### src/rtl/config_port_arbiter.sv
// config_port_arbiter: shares the single command port of the flash-backed
// configuration register between requester A (host endpoint) and requester B
// (internal sequencer). One command at a time: latch the command, pulse the
// trigger once, then hold the buses stable for a per-opcode wait, because the
// config block has no busy flag.
// Build option: define CFG_ARB_FIXED_PRIO_EN to make A win every tie.
// When it is undefined (the default), ties alternate round-robin.
module config_port_arbiter #(
  parameter logic [31:0] GET_WAIT  = 32'd128,
  parameter logic [31:0] SET_WAIT  = 32'd128,
  parameter logic [31:0] LOAD_WAIT = 32'd1_000_000,
  parameter logic [31:0] SAVE_WAIT = 32'd400_000_000
) (
  input  logic        clk_in,
  input  logic        rst_in,
  input  logic        a_req_in,
  input  logic [15:0] a_addr_in,
  input  logic [15:0] a_data1_in,
  input  logic [15:0] a_data2_in,
  output logic        a_ack_out,
  output logic        a_err_out,
  output logic [15:0] a_data_out,
  input  logic        b_req_in,
  input  logic [15:0] b_addr_in,
  input  logic [15:0] b_data1_in,
  input  logic [15:0] b_data2_in,
  output logic        b_ack_out,
  output logic        b_err_out,
  output logic [15:0] b_data_out,
  output logic        cfg_trig_out,
  output logic [15:0] cfg_addr_out,
  output logic [15:0] cfg_data1_out,
  output logic [15:0] cfg_data2_out,
  input  logic [15:0] cfg_data_in,
  output logic        busy_out
);

  typedef enum logic [2:0] {
    ST_IDLE,
    ST_GRANT,
    ST_ISSUE,
    ST_WAIT,
    ST_DONE
  } state_t;

  state_t      state;
  state_t      next_state;
  logic        grant_b;
  logic        pick_b;
  logic        err_flag;
  logic        capture;
  logic [31:0] wait_cnt;
  logic [31:0] wait_load;
  logic [15:0] sel_addr;
  logic [15:0] sel_data1;
  logic [15:0] sel_data2;
  logic [7:0]  sel_op;
  logic [15:0] cfg_addr;
  logic [15:0] cfg_data1;
  logic [15:0] cfg_data2;
  logic [15:0] a_data;
  logic [15:0] b_data;
`ifndef CFG_ARB_FIXED_PRIO_EN
  logic        last_grant_b;
`endif

  // Choose who wins the next grant when leaving IDLE.
  always_comb begin
    pick_b = 1'b0;
`ifdef CFG_ARB_FIXED_PRIO_EN
    pick_b = !a_req_in;
`else
    pick_b = b_req_in && (!a_req_in || !last_grant_b);
`endif
  end

  // Route the winner's command fields and pick its hold time (zero counts as one).
  always_comb begin
    sel_addr  = grant_b ? b_addr_in  : a_addr_in;
    sel_data1 = grant_b ? b_data1_in : a_data1_in;
    sel_data2 = grant_b ? b_data2_in : a_data2_in;
    sel_op    = sel_addr[15:8];
    case (sel_op)
      8'h00:   wait_load = GET_WAIT;
      8'h01:   wait_load = SET_WAIT;
      8'h02:   wait_load = LOAD_WAIT;
      default: wait_load = SAVE_WAIT;
    endcase
    if (wait_load == 32'd0) begin
      wait_load = 32'd1;
    end
  end

  // Next-state logic for the command sequencer.
  always_comb begin
    next_state = state;
    case (state)
      ST_IDLE:  if (a_req_in || b_req_in) next_state = ST_GRANT;
      ST_GRANT: next_state = (sel_op > 8'h03) ? ST_DONE : ST_ISSUE;
      ST_ISSUE: next_state = ST_WAIT;
      ST_WAIT:  if (wait_cnt <= 32'd1) next_state = ST_DONE;
      ST_DONE:  next_state = ST_IDLE;
      default:  next_state = ST_IDLE;
    endcase
  end

  // Read data is sampled on the final hold cycle of a get.
  assign capture = (state == ST_WAIT) && (wait_cnt <= 32'd1) && (cfg_addr[15:8] == 8'h00);

  // State register.
  always_ff @(posedge clk_in or posedge rst_in) begin
    if (rst_in) begin
      state <= ST_IDLE;
    end else begin
      state <= next_state;
    end
  end

  // Remember the current winner; the fairness pointer moves only on completion.
  always_ff @(posedge clk_in or posedge rst_in) begin
    if (rst_in) begin
      grant_b <= 1'b0;
`ifndef CFG_ARB_FIXED_PRIO_EN
      last_grant_b <= 1'b1;
`endif
    end else begin
      if (state == ST_IDLE && (a_req_in || b_req_in)) begin
        grant_b <= pick_b;
      end
`ifndef CFG_ARB_FIXED_PRIO_EN
      if (state == ST_DONE) begin
        last_grant_b <= grant_b;
      end
`endif
    end
  end

  // Latch the command buses at grant; they stay frozen until the next grant.
  always_ff @(posedge clk_in or posedge rst_in) begin
    if (rst_in) begin
      cfg_addr  <= 16'h0000;
      cfg_data1 <= 16'h0000;
      cfg_data2 <= 16'h0000;
      err_flag  <= 1'b0;
    end else if (state == ST_GRANT) begin
      cfg_addr  <= sel_addr;
      cfg_data1 <= sel_data1;
      cfg_data2 <= sel_data2;
      err_flag  <= (sel_op > 8'h03);
    end
  end

  // Hold-time counter: loaded at grant, counts down in WAIT and stops at one.
  always_ff @(posedge clk_in or posedge rst_in) begin
    if (rst_in) begin
      wait_cnt <= 32'd0;
    end else if (state == ST_GRANT) begin
      wait_cnt <= wait_load;
    end else if (state == ST_WAIT && wait_cnt > 32'd1) begin
      wait_cnt <= wait_cnt - 32'd1;
    end
  end

  // Per-requester read data; only the winner of a get is updated.
  always_ff @(posedge clk_in or posedge rst_in) begin
    if (rst_in) begin
      a_data <= 16'h0000;
      b_data <= 16'h0000;
    end else if (capture) begin
      if (grant_b) begin
        b_data <= cfg_data_in;
      end else begin
        a_data <= cfg_data_in;
      end
    end
  end

  assign cfg_trig_out  = (state == ST_ISSUE);
  assign cfg_addr_out  = cfg_addr;
  assign cfg_data1_out = cfg_data1;
  assign cfg_data2_out = cfg_data2;
  assign busy_out      = (state != ST_IDLE);
  assign a_ack_out     = (state == ST_DONE) && !grant_b;
  assign b_ack_out     = (state == ST_DONE) && grant_b;
  assign a_err_out     = a_ack_out && err_flag;
  assign b_err_out     = b_ack_out && err_flag;
  assign a_data_out    = a_data;
  assign b_data_out    = b_data;

endmodule

### config.mk
export PLATFORM = sky130hd
export DESIGN_NAME = config_port_arbiter
export DESIGN_NICKNAME = d
export VERILOG_FILES = /design/src/rtl/config_port_arbiter.sv
export SDC_FILE = /design/constraint.sdc
export NUM_CORES = 1
export LEC_CHECK = 0
export CORE_MARGIN = 1.5
export CORE_UTILIZATION = 39
export CTS_CLUSTER_DIAMETER = 80
export DETAILED_ROUTE_END_ITERATION = 10
export GPL_TIMING_DRIVEN = 0
export PLACE_DENSITY = 0.7
export SETUP_SLACK_MARGIN = 0.3
export SLEW_MARGIN = 40
export SYNTH_ARGS = -nofsm -noshare
export SYNTH_HDL_FRONTEND = slang
export SYNTH_SLANG_ARGS = --single-unit
### constraint.sdc
create_clock -name clk_in -period 3.9 [get_ports clk_in]
set_input_delay 0.585 -clock clk_in [delete_from_list [all_inputs] [get_ports clk_in]]
set_output_delay 0.585 -clock clk_in [all_outputs]
set_load 0.1 [all_outputs]
==> impl_metrics.yaml, run 1 <==
outcome:
  status: "complete, no violations"
cts:
  hold_buffers: 0
  cts_sinks: 118
  clk_pin_slew_worst_paths_ns: 0.05
  clock-root-buffer: "clkbuf_16"
  tritoncts: "yes"
  htreeDepth: 4
  clk_latency_ns: 0.42
  clockBufferDepth: 2
  numCtsBuffers: 17
routing:
  wl_per_cell_um: 18.8
  drtIter0Drc: 357
  drtAntennaViolNets: 0
  first_pass_iters: 5
  routed_wl_mm: 18.2
  via_per_inst: 5.61
  num_vias: 5440
  drc: 0
sta:
  setup_ws_ns: 0.680
  finalHoldViolations: 0
  rsz0062_at_grt: "false"
  fin_crit_sh: 0.826
  fin_tns_setup_ns: 0
  worst_pin_slew_ns: 0.776
  drv_slew: 0
  setup_viol: 0
  slew_headroom: 0.478
  fin_crit_ns: 3.22
  max_freq_mhz: 311
  fin_skew_ns: 0.0105
critical_path:
  crit_type: "reg -> out"
  worstReg2RegEnd: "a_data_out[5]"
  cp_data_arrival_time_ns: 2.63
  worstSetupEndpointType: "output pin"
  cpPeakStageDelay_ns: 0.50
  cp_max_fo: 10
  cp-start-kind: "register"
  rr_startpoint: "wait_cnt[0]"
  path_cells: "buf_1, clkbuf_2, and3_1, and2_1, buf_2"
  cp.required_ns: 3.31
  ff2ff_path_depth: 11
  critPathSlowestCell: "buf_1"
  regToRegSetupSlack_ns: 1.04
placement:
  dp_hpwl_mm: 13.6
  globalplace.congestion: 0.861
  dp_slack_ns: 0.841
  port_buffers: 201
  placedCellCount: 939
yosys:
  syn_nets: 667
  synth_edf_count: 0
  seq_area_frac_synth: 0.498
  ys_async_sr_fraction: 1.00
  yosysWarnings: 0
  synthFlopType: "dfrtp_1"
  synth_area_um2: 5930
  ys_seq_elements: 118
  avgSynthCellArea_um2: 10.8
  syn_inst: 549
  synth_cell_type_count: 63
final_layout:
  final_layout_size_suffix_gt1_frac: 0.232
  utilization: 0.579
  fin_nets: 892
  final_common_cell: "dfrtp_1"
  final_cell_count_no_fill: 970
  final_cell_mix: "dfrtp_1 (117), clkdlybuf4s50_1 (115), buf_2 (91)"
  area_delta_synth_final_pct: 43.6
  fill_cells: 1270
  diodes: 0
grt:
  antenna_found_initial: 0
  grt_pass1_vias: 5629
  grt_max_degree: 27
  grt_pass1_wl_mm: 29.2
  track_usage: 0.237
  grt_overflow: 0
floorplan:
  io_pins: 202
  placementRows: 44
  die_w_um: 126
  fp.dieArea_um2: 16000
  core-area_um2: 14700
  start_util: 0.403
  die_y_um: 126
power:
  ir_worst_vdd_uv: 661
  p_leak_uw: 0.00379
  total_power_uw: 7670
  power_density_nw_per_um2: 900
flow_run:
  max_cap_viol_count: 0
worst_hold_path:
  hold_class: "in -> async"
## routing by layer
| metal | vias to the layer above | GRT usage | part of all wire |
|---|---|---|---|
| li1 | 2504 | - | - |
| met1 | 2614 | 0.273 | 0.38 |
| met2 | 273 | 0.401 | 0.50 |
| met3 | 49 | 0.0797 | 0.088 |
| met4 | 0 | 0.105 | 0.027 |
| met5 | - | 0 | 0 |
## worst max-delay path, delay by kind of cell (launching register included)
family / cells / cell delay (ns)
and+or+nand+nor: 2 / 0.42
DFF: 1 / 0.43
buffers and inverters: 3 / 1.37
## logic make-up after synthesis
kind of cell	synth area share
adder cells (fa/ha/maj)	0.00422
multiplexers	0.163
buffers and inverters	0.0348
AND/OR/NAND/NOR	0.155
AO/OA/AOI/OAI	0.142
XOR/XNOR	0.00295
flip-flops	0.498
## area by class of cell
cell class / count / area (um^2) / share of cell area
clock buffer: 23 / 488 / 0.0573
multi-input combinational: 388 / 2790 / 0.327
tap: 184 / 230 / 0.0270
buffer: 35 / 179 / 0.0210
sequential: 118 / 2950 / 0.347
timing repair buffer: 206 / 1700 / 0.199
inverter: 8 / 33.8 / 0.00397
clock inverter: 8 / 145 / 0.0170
## cell usage after synthesis, types with 4 or more instances
library cell  number  share of area
mux2_2            12          0.023
inv_1              8         0.0051
o311ai_0           4         0.0059
mux2_4            20          0.051
mux2i_1           53          0.089
o21ai_0           12          0.010
clkbuf_1          14         0.0089
a32o_1             4         0.0068
a21oi_1           58          0.049
buf_1             12         0.0076
or3_1              5         0.0053
dfrtp_1          117           0.49
nand3_1            8         0.0068
nor3_1             9         0.0076
nor4_1            13          0.014
a22o_1             7          0.010
o31ai_1            6         0.0076
nand2_1           19          0.012
buf_2              5         0.0042
o22ai_1            4         0.0042
or4_1              9          0.011
nand4_1            6         0.0063
nor2_1            71          0.045
a31oi_1            9         0.0095
## state kept, by name, summed over array words and instances, names as in the netlist
| name | cells |
|---|---|
| cfg_data1_out | 16 |
| grant_b | 1 |
| err_flag | 1 |
| cfg_data2_out | 16 |
| b_data_out | 16 |
| last_grant_b | 1 |
| a_data_out | 16 |
| cfg_addr_out | 16 |
| state | 3 |
| wait_cnt | 32 |
## per-stage QoR
| stage | hold slack [ns] | cell area [um^2] |
|---|---|---|
| final | 0.488 | 8510 |
| after global routing | 0.502 | 8510 |
| after global placement | 0.483 | 8180 |
| after CTS | 0.478 | 8500 |
| after detailed placement | 0.487 | 7870 |
| after floorplan | 0.452 | 5940 |
## what timing repair did
item | in CTS | in global routing
setup buffers | 0 | 0
gates resized for setup | 0 | 1
endpoints found under the setup margin | 0 | 1
## power breakdown
group	internal, uW	switching, uW	total [uW]
clock network	1130	551	1680
logic	923	3200	4130
registers	1590	273	1860
## worst max-delay path by stage
stage | from | endpoint | depth (start not counted)
after floorplan | grant_b | b_err_out | 4
after global placement | grant_b | b_err_out | 5
after detailed placement | grant_b | b_err_out | 5
after CTS | grant_b | b_err_out | 5
after global routing | grant_b | b_err_out | 5
final | grant_b | b_err_out | 5
(Power assumes the default switching activity.)
==> run 2, diff against run 1 <==
==> constraint.sdc (replaced) <==
create_clock -name clk_in -period 2.61 [get_ports clk_in]
set_input_delay 0.3915 -clock clk_in [delete_from_list [all_inputs] [get_ports clk_in]]
set_output_delay 0.3915 -clock clk_in [all_outputs]
set_load 0.1 [all_outputs]
==> run 2 against run 1 <==
Via count is 3.9% higher. Count of clock-buffer cells in the layout is 3 lower. Design area is 7.7% higher. Die area stayed put. Clock skew is 0.0040 ns higher. Sequential cell count stayed put. Wire length is 7.4% higher. First-iteration DRC count is 17% higher. Global-route usage is 0.74 points higher. Largest power group unchanged.
==> impl_metrics.yaml, run 2 (same netlist as run 1, synthesis figures left out) <==
routing:
  routed_wl_mm: 19.6
  via_per_inst: 5.59
  num_vias: 5651
  drc: 0
  first_pass_iters: 5
  drtIter0Drc: 417
  drtAntennaViolNets: 0
  wl_per_cell_um: 19.4
grt:
  track_usage: 0.244
  antenna_found_initial: 0
  grt_pass1_vias: 5824
  grt_pass1_wl_mm: 30.4
  grt_overflow: 0
  grt_max_degree: 27
sta:
  setup_ws_ns: 0.175
  slew_headroom: 0.473
  max_freq_mhz: 411
  drv_slew: 0
  setup_viol: 0
  worst_pin_slew_ns: 0.790
  fin_skew_ns: 0.0145
  fin_crit_sh: 0.933
  finalHoldViolations: 0
  fin_crit_ns: 2.43
  rsz0062_at_grt: "true"
final_layout:
  largest_register_ffs: 32
  final_cell_mix: "clkdlybuf4s50_1 (115), dfrtp_1 (105), buf_2 (84)"
  final_cell_count_no_fill: 1011
  final_common_cell: "clkdlybuf4s50_1"
  multi_input_area_um2: 3000
  final_layout_size_suffix_gt1_frac: 0.330
  seq_area_um2: 2970
  area_delta_synth_final_pct: 54.7
  fin_nets: 932
  diodes: 0
  utilization: 0.624
  stdcell_area_um2: 9170
  regMostFlops: "wait_cnt"
  fill_cells: 1199
cts:
  clockBufferDepth: 2
  numCtsBuffers: 17
  clock-root-buffer: "clkbuf_16"
  clk_latency_ns: 0.43
  clk_pin_slew_worst_paths_ns: 0.06
  tritoncts: "yes"
  cts_sinks: 118
  htreeDepth: 4
  hold_buffers: 0
critical_path:
  rr_startpoint: "wait_cnt[26]"
  worstReg2RegEnd: "a_data_out[4]"
  crit_start: "wait_cnt[26]"
  cp_max_fo: 6
  regToRegSetupSlack_ns: 0.18
  cp_data_arrival_time_ns: 2.74
  cp-endpoint: "a_data_out[4]"
  worstSetupEndpointType: "register"
  ff2ff_path_depth: 10
  cp.required_ns: 2.91
  crit_type: "reg -> reg"
  cp-start-kind: "register"
flow_run:
  max_cap_viol_count: 0
power:
  power_density_nw_per_um2: 1270
  p_leak_uw: 0.00409
  ir_worst_vdd_uv: 929
placement:
  globalplace.congestion: 0.874
  place_area_um2: 7890
  dp_slack_ns: -0.200
  dp_hpwl_mm: 13.6
  port_buffers: 201
  placedCellCount: 939
floorplan:
  die_w_um: 126
  start_util: 0.403
  core-area_um2: 14700
  fp.dieArea_um2: 16000
  placementRows: 44
  io_pins: 202
  die_y_um: 126
worst_hold_path:
  hold_class: "in -> async"
outcome:
  status: "complete, no violations"
==> run 2: worst max-delay path, cell delays in order, from the launching register on <==
cell	delay (ns)
dfrtp_1	0.44
or3_1	0.38
buf_2	0.17
nor3_4	0.21
and3_1	0.19
buf_6	0.11
and4b_1	0.19
buf_6	0.13
buf_12	0.10
buf_16	0.11
mux2_4	0.29
==> run 2: layout make-up <==
type,instances,area share
buffer,35,0.0278
clock inverter,12,0.0138
tap,184,0.0251
clock buffer,20,0.0498
timing repair buffer,246,0.229
multi-input combinational,388,0.328
sequential,118,0.324
inverter,8,0.00368
==> run 2: worst min path at each step <==
stage                   startpoint             end  slack (ns)  depth (start not counted)
floorplan                 err_flag        err_flag        0.46                          2
global placement    b_data_out[10]  b_data_out[10]        0.49                          1
detailed placement   a_data_out[5]   a_data_out[5]        0.49                          1
CTS                         rst_in  a_data_out[12]        0.29                          2
global route                rst_in  a_data_out[11]        0.31                          2
finish                      rst_in  a_data_out[12]        0.30                          2
==> run 2: timing repair <==
| item | CTS | global route |
|---|---|---|
| endpoints found under the setup margin | 90 | 80 |
| gates cloned | 3 | 0 |
| pin swaps | 11 | 9 |
| buffers inserted | 24 | 13 |
| gates resized for setup | 50 | 59 |
==> run 2: through the flow <==
stage                     hold slack (ns)  total power, uW  TNS (ns)
final                               0.295            11600         0
after global routing                0.305            12100         0
after CTS                           0.293            11500         0
after detailed placement            0.489             8950     -7.74
after global placement              0.492             9220    -46.53
after floorplan                     0.460             7560    -0.348
==> run 2: metal layers <==
layer | global-route usage | share of wire | up-vias
met5 | 0 | 0 | -
met4 | 0.112 | 0.027 | 0
li1 | - | - | 2573
met2 | 0.403 | 0.49 | 293
met3 | 0.0772 | 0.088 | 45
met1 | 0.292 | 0.39 | 2740
==> run 2: power breakdown <==
part	switching (uW)	internal (uW)
Combinational	4910	1610
Sequential	439	2380
Clock	857	1450
Total	6200	5440
